--- config.mk ---
export PLATFORM = sky130hd
export DESIGN_NAME = sumador_serie_flat
export DESIGN_NICKNAME = d
export VERILOG_FILES = /design/src/rtl/sumador_serie_pkg.sv /design/src/rtl/sumador_serie_if.sv /design/src/rtl/sumador_serie_completo.sv /design/src/rtl/sumador_serie_medio.sv /design/src/rtl/sumador_serie.sv /design/src/flat_wrapper.sv
export SDC_FILE = /design/constraint.sdc
export NUM_CORES = 1
export LEC_CHECK = 0
export CORE_ASPECT_RATIO = 0.5
export CORE_UTILIZATION = 40
export CTS_CLUSTER_SIZE = 16
export DETAILED_ROUTE_END_ITERATION = 10
export GPL_ROUTABILITY_DRIVEN = 0
export SYNTH_ARGS = -nofsm -noshare
export SYNTH_HDL_FRONTEND = slang
export SYNTH_SLANG_ARGS = --single-unit
--- constraint.sdc ---
create_clock -name clk -period 2.88 [get_ports clk]
set_input_delay 0.288 -clock clk [delete_from_list [all_inputs] [get_ports clk]]
set_output_delay 0.288 -clock clk [all_outputs]
set_load 0.02 [all_outputs]
--- src/rtl/sumador_serie_pkg.sv ---
`default_nettype none
// +----------------------------------------------------------------------+
// | Package : sumador_pkg                                                |
// | Shared definitions for the bit-serial adder: the default operand     |
// | width and the FSM state encoding.                                    |
// | Optional feature macro used by this slice: SUMADOR_OVF_EN            |
// | Revision: 1.0 - initial release                                      |
// +----------------------------------------------------------------------+
package sumador_pkg;

  localparam int N_DEF = 4;

  localparam logic [1:0] ST_IDLE = 2'd0;
  localparam logic [1:0] ST_SUMA = 2'd1;
  localparam logic [1:0] ST_FIN  = 2'd2;

  typedef enum logic [1:0] {
    IDLE = ST_IDLE,
    SUMA = ST_SUMA,
    FIN  = ST_FIN
  } state_t;

endpackage
`default_nettype wire

--- src/rtl/sumador_serie_if.sv ---
`default_nettype none
// +----------------------------------------------------------------------+
// | Interface : sumador_serie_if                                         |
// | Start/busy/done handshake and operand/result bus of the serial adder.|
// |   start, A, B, Cin : requester -> adder                              |
// |   busy, done       : adder status                                    |
// |   suma, Cout       : result, held until the next accepted start      |
// |   ovf              : signed overflow, present only with              |
// |                      SUMADOR_OVF_EN                                  |
// | Revision: 1.0 - initial release                                      |
// +----------------------------------------------------------------------+
interface sumador_serie_if
  import sumador_pkg::*;
#(
  parameter int N = N_DEF
);

  logic         start;
  logic [N-1:0] A;
  logic [N-1:0] B;
  logic         Cin;
  logic         busy;
  logic         done;
  logic [N-1:0] suma;
  logic         Cout;
`ifdef SUMADOR_OVF_EN
  logic         ovf;
`endif

  modport master (
    output start, A, B, Cin,
    input  busy, done, suma, Cout
`ifdef SUMADOR_OVF_EN
    , input ovf
`endif
  );

  modport slave (
    input  start, A, B, Cin,
    output busy, done, suma, Cout
`ifdef SUMADOR_OVF_EN
    , output ovf
`endif
  );

endinterface
`default_nettype wire

--- src/rtl/sumador_serie_completo.sv ---
`default_nettype none
// +----------------------------------------------------------------------+
// | Module : sumador_completo                                            |
// | One-bit full adder built from two half adders; the two partial       |
// | carries can never both be set, so an OR merges them.                 |
// |   a, b, cin : input bits                                             |
// |   s, cout   : sum and carry-out                                      |
// | Revision: 1.0 - initial release                                      |
// +----------------------------------------------------------------------+
module sumador_completo (
  input  wire logic a,
  input  wire logic b,
  input  wire logic cin,
  output logic      s,
  output logic      cout
);

  logic w_s1;
  logic w_c1;
  logic w_c2;

  sumador_medio u_ha0 (
    .a    (a),
    .b    (b),
    .suma (w_s1),
    .cout (w_c1)
  );

  sumador_medio u_ha1 (
    .a    (w_s1),
    .b    (cin),
    .suma (s),
    .cout (w_c2)
  );

  assign cout = w_c1 | w_c2;

endmodule
`default_nettype wire

--- src/rtl/sumador_serie_medio.sv ---
`default_nettype none
// +----------------------------------------------------------------------+
// | Module : sumador_medio                                               |
// | One-bit half adder.                                                  |
// |   a, b : input bits                                                  |
// |   suma : a XOR b                                                     |
// |   cout : a AND b                                                     |
// | Revision: 1.0 - initial release                                      |
// +----------------------------------------------------------------------+
module sumador_medio (
  input  wire logic a,
  input  wire logic b,
  output logic      suma,
  output logic      cout
);

  assign suma = a ^ b;
  assign cout = a & b;

endmodule
`default_nettype wire

--- src/rtl/sumador_serie.sv ---
`default_nettype none
// +----------------------------------------------------------------------+
// | Module : sumador_serie                                               |
// | Bit-serial N-bit adder computing A+B+Cin LSB-first, one bit per      |
// | clock, through a single reused full adder.                           |
// |   clk  : rising-edge clock                                           |
// |   rst  : asynchronous active-high reset                              |
// |   bus  : sumador_serie_if.slave (start/A/B/Cin in,                   |
// |          busy/done/suma/Cout[/ovf] out)                              |
// | Optional: define SUMADOR_OVF_EN to add the signed-overflow output.   |
// | Revision: 1.0 - initial release                                      |
// +----------------------------------------------------------------------+
module sumador_serie
  import sumador_pkg::*;
#(
  parameter int N = N_DEF
) (
  input  wire logic      clk,
  input  wire logic      rst,
  sumador_serie_if.slave bus
);

  // One extra bit so the step counter can reach N without wrapping.
  localparam int            CW     = $clog2(N) + 1;
  localparam logic [CW-1:0] C_LAST = CW'(N - 1);

  state_t        r_state;
  logic [N-1:0]  r_ra;
  logic [N-1:0]  r_rb;
  logic [N-1:0]  r_res;
  logic          r_carry;
  logic [CW-1:0] r_count;
  logic          r_busy;
  logic          r_done;
  logic [N-1:0]  r_suma;
  logic          r_cout;
`ifdef SUMADOR_OVF_EN
  logic          r_ovf;
`endif

  logic          w_s;
  logic          w_c;
  logic [N-1:0]  w_res_nxt;

  sumador_completo u_fa (
    .a    (r_ra[0]),
    .b    (r_rb[0]),
    .cin  (r_carry),
    .s    (w_s),
    .cout (w_c)
  );

  // New sum bit enters at the MSB; after N steps bit 0 holds the first sum bit.
  assign w_res_nxt = (r_res >> 1) | ({{(N-1){1'b0}}, w_s} << (N - 1));

  always_ff @(posedge clk or posedge rst) begin
    if (rst) begin
      r_state <= IDLE;
      r_ra    <= '0;
      r_rb    <= '0;
      r_res   <= '0;
      r_carry <= 1'b0;
      r_count <= '0;
      r_busy  <= 1'b0;
      r_done  <= 1'b0;
      r_suma  <= '0;
      r_cout  <= 1'b0;
`ifdef SUMADOR_OVF_EN
      r_ovf   <= 1'b0;
`endif
    end else begin
      r_done <= 1'b0;
      case (r_state)
        IDLE: begin
          if (bus.start) begin
            r_ra    <= bus.A;
            r_rb    <= bus.B;
            r_carry <= bus.Cin;
            r_res   <= '0;
            r_count <= '0;
            r_busy  <= 1'b1;
            r_state <= SUMA;
          end
        end
        SUMA: begin
          r_ra    <= r_ra >> 1;
          r_rb    <= r_rb >> 1;
          r_res   <= w_res_nxt;
          r_carry <= w_c;
          r_count <= r_count + 1'b1;
          if (r_count == C_LAST) begin
            // Results are published on FIN entry so done and suma align.
            r_suma  <= w_res_nxt;
            r_cout  <= w_c;
            r_done  <= 1'b1;
            r_busy  <= 1'b0;
`ifdef SUMADOR_OVF_EN
            // Carry into the MSB differs from carry out of it on signed overflow.
            r_ovf   <= r_carry ^ w_c;
`endif
            r_state <= FIN;
          end
        end
        FIN: begin
          r_state <= IDLE;
        end
        default: begin
          r_state <= IDLE;
        end
      endcase
    end
  end

  assign bus.busy = r_busy;
  assign bus.done = r_done;
  assign bus.suma = r_suma;
  assign bus.Cout = r_cout;
`ifdef SUMADOR_OVF_EN
  assign bus.ovf  = r_ovf;
`endif

endmodule
`default_nettype wire
--- src/flat_wrapper.sv ---
// flat-port wrapper written by rule: the top's interface ports become plain ports
module sumador_serie_flat import sumador_pkg::*;
#(
  parameter int N = N_DEF
)
  (clk, rst, bus_start, bus_A, bus_B, bus_Cin, bus_busy, bus_done, bus_suma, bus_Cout);
  sumador_serie_if #(.N(N)) bus_i ();
  input  wire logic clk;
  input  wire logic rst;
  input wire logic [$bits(bus_i.start)-1:0] bus_start;
  input wire logic [$bits(bus_i.A)-1:0] bus_A;
  input wire logic [$bits(bus_i.B)-1:0] bus_B;
  input wire logic [$bits(bus_i.Cin)-1:0] bus_Cin;
  output wire logic [$bits(bus_i.busy)-1:0] bus_busy;
  output wire logic [$bits(bus_i.done)-1:0] bus_done;
  output wire logic [$bits(bus_i.suma)-1:0] bus_suma;
  output wire logic [$bits(bus_i.Cout)-1:0] bus_Cout;
  assign bus_i.start = bus_start;
  assign bus_i.A = bus_A;
  assign bus_i.B = bus_B;
  assign bus_i.Cin = bus_Cin;
  assign bus_busy = bus_i.busy;
  assign bus_done = bus_i.done;
  assign bus_suma = bus_i.suma;
  assign bus_Cout = bus_i.Cout;
  sumador_serie #(.N(N)) u_core (.clk(clk), .rst(rst), .bus(bus_i));
endmodule
==> metrics.csv <==
stage;metric;value;unit
die;die_w;74.1;um
critical_path;end_kind;flop;
place;dpl_cell_area;1240;um^2
critical_path;cp_max_fo;11;
power;p_int;0.955;mW
global_route;grt_pass1_vias;704;
route;first_pass_iters;4;
power;switching_power;0.480;mW
yosys;ys_seq_area_frac;0.578;
route;drt-met1-wl;1.01;mm
clock_network;hold_buffers;0;
layout;diodes;0;
layout;area_growth;26.0;%
sta;skew;5.36;ps
power;p_per_area;1100;nW/um^2
power;switching_share;0.334;
sta;slew_violations;0;
power;comb_power_share;0.377;
place;port_buffers;18;
hold_path;min_to;u_core.r_rb[2];
sta;period_share;0.540;
critical_path;start_kind;flop;
yosys;synth_area;1040;um^2
route;drc;0;
sta;fmax;643;MHz
critical_path;cp.required;3050;ps
route;vias;711;
sta;hold_viol;0;
run_status;status;finished, final reports clean;
yosys;ys_warn_count;0;
critical_path;ff2ff_setup_slack;1330;ps
power;seq_power_share;0.414;
clock_network;htree_levels;1;
yosys;synth_cell_types;23;
yosys;synth-seq-cells;24;
critical_path;arrival;1720;ps
route;route.met3.wl;111;um
clock_network;cts_tree;yes;
critical_path;r2r_cells;4;
die;die_h;38.0;um
die;start_util;0.446;
yosys;synth.avg_cell_area;12.4;um^2
yosys;synthTopCellsByArea;dfrtp_1, mux2_2, a22o_1, o221a_1, inv_1;
route;ant_nets;0;
clock_network;clk_pin_slew;90;ps
sta;tightestPinTransition;916;ps
die;io_pins;19;
clock_network;cts_resized;0;
place;place_hpwl;1.41;mm
sta;slew-limit-headroom;0.389;
yosys;yosysTopAreaCellShare;0.578;
route;wl_met2;815;um
power;peakVddDrop;0.576;mV
route;drt_iter0_markers;57;
hold_path;hold_start;u_core.r_rb[2];
hold_path;min_path_type;reg2reg;
global_route;grt_pass1_wl;3.38;mm
flow_run;max_cap_viol_count;0;
route;top_layer_used;met4;
route;avgViaCountPerCell;5.19;
yosys;syn_inst;84;
hold_path;whs_path_depth;1;
layout;fin_util;0.562;
clock_network;clk_latency;270;ps
global_route;antenna_found_initial;0;
clock_network;post_cts_buffers;0;
route;routedWlPerCell;14.3;um
die;core;2330;um^2
critical_path;critical_path_class;reg2reg;
critical_path;r2r_start;u_core.r_state[0];
sta;finalSetupViolations;0;
power;pwr-share-clk;0.209;
global_route;gr-total-overflow;0;
yosys;yosysTopAreaCell;dfrtp_1;
layout;final_nets;118;
die;die_area;2820;um^2
sta;min_period;1550;ps
route;drt_wl_total;1.96;mm
clock_network;numCtsBuffers;3;
global_route;grt_max_degree;25;
die;num_rows;12;
layout;final_area;1310;um^2
power;p_leak;0.581;nW
sta;grt_setup_unrepaired;false;
critical_path;r2r_end;u_core.bus.suma[2];
layout;drive_gt1_frac;0.127;
sta;fin_setup_tns;0;ps
global_route;grt_use_total;0.173;
clock_network;root_buffer;clkbuf_8;
clock_network;cts_buffer_depth;2;
yosys;synth_fp_nets;99;
clock_network;clock-sinks;24;
==> cells by family (layout without fill, tap and decap cells) <==
logic type / count (synthesis) / after routing / share of synthesized area
compound gates: 24 / 24 / 0.187
fa+ha+maj: 3 / 3 / 0.0434
buf+inv: 13 / 31 / 0.0566
flops: 24 / 24 / 0.578
mux: 5 / 5 / 0.0542
simple gates: 15 / 15 / 0.0807
==> cell usage in the layout (no fill, tap or decap), types with 2 or more instances in the layout <==
master,instances
nand2b_1,2
mux2_2,5
a22o_1,6
a21oi_1,3
nor2_1,5
o22ai_1,2
inv_1,8
dfrtp_1,24
ha_1,2
o221a_1,4
clkdlybuf4s50_1,18
nand2_1,2
o21a_1,2
o21ai_0,3
a32oi_1,2
clkbuf_8,3
nand3b_1,4
==> how the worst max path moves through the flow <==
| stage | endpoint | startpoint | slack, ps |
|---|---|---|---|
| after global routing | u_core.bus.suma[2] | u_core.r_state[0] | 1250 |
| final | u_core.bus.suma[2] | u_core.r_state[0] | 1330 |
| after floorplan | u_core.bus.suma[0] | u_core.r_count[0] | 1590 |
| after global placement | u_core.r_rb[0] | bus_start | 1330 |
| after detailed placement | u_core.r_ra[1] | bus_start | 1280 |
| after CTS | u_core.bus.suma[2] | u_core.r_state[0] | 1320 |
==> area by class of cell <==
type	count	area, um^2
clock buffer	3	41.3
clock inverter	1	30.0
fill	199	1020
inverter	9	33.8
multi-input combinational	47	379
sequential	24	601
tap	35	43.8
timing repair buffer	18	180
==> flip-flops by register name (all words and copies together), names as in the netlist <==
register / cells
u_core.bus.suma: 4
u_core.r_ra: 4
u_core.r_rb: 4
u_core.r_count: 3
u_core.r_res: 3
u_core.r_state: 2
u_core.bus.Cout: 1
u_core.bus.busy: 1
u_core.bus.done: 1
u_core.r_carry: 1
==> per-layer routing <==
metal | vias up | track usage
li1 | 336 | -
met1 | 346 | 0.235
met2 | 25 | 0.248
met3 | 4 | 0.0658
met4 | 0 | 0.0673
met5 | - | 0
==> synthesized netlist by cell type, drive strengths merged <==
cell type and number:
nand2 3, ha 2, nor2 5, o21bai 1
nor2b 1, o21ai 3, dfrtp 24, nand2b 2
o21ba 1, nand3b 4, a22o 6, a32oi 2
fa 1, mux2 5, o21a 2, o221a 4
inv 9, a21oi 3, buf 4, o22ai 2
==> through the flow <==
| step | cells | hold slack (ps) | setup WS, ps | power (mW) |
|---|---|---|---|---|
| 2_1_floorplan | 84 | 303 | 1590 | 0.976 |
| 3_3_place_gp | 133 | 480 | 1330 | 1.12 |
| 3_5_place_dp | 133 | 485 | 1280 | 1.14 |
| 4_1_cts | 137 | 506 | 1320 | 1.44 |
| 5_1_grt | 137 | 536 | 1250 | 1.54 |
| 6_report | 137 | 507 | 1330 | 1.44 |
==> worst max-delay path, stage by stage, from the launching register on <==
cell	delay, ps
dfrtp_1	550
nor2b_2	330
nand2_2	130
inv_2	100
mux2_2	330
==> power groups by stage <==
| stage | sequential, mW | combinational (mW) | clock [mW] |
|---|---|---|---|
| after floorplan | 0.599 | 0.377 | 0 |
| final | 0.594 | 0.542 | 0.300 |
| after global placement | 0.593 | 0.530 | 0 |
| after global routing | 0.617 | 0.605 | 0.319 |
| after CTS | 0.594 | 0.547 | 0.302 |
| after detailed placement | 0.600 | 0.545 | 0 |
No activity file was read; power rests on OpenSTA's default activity.
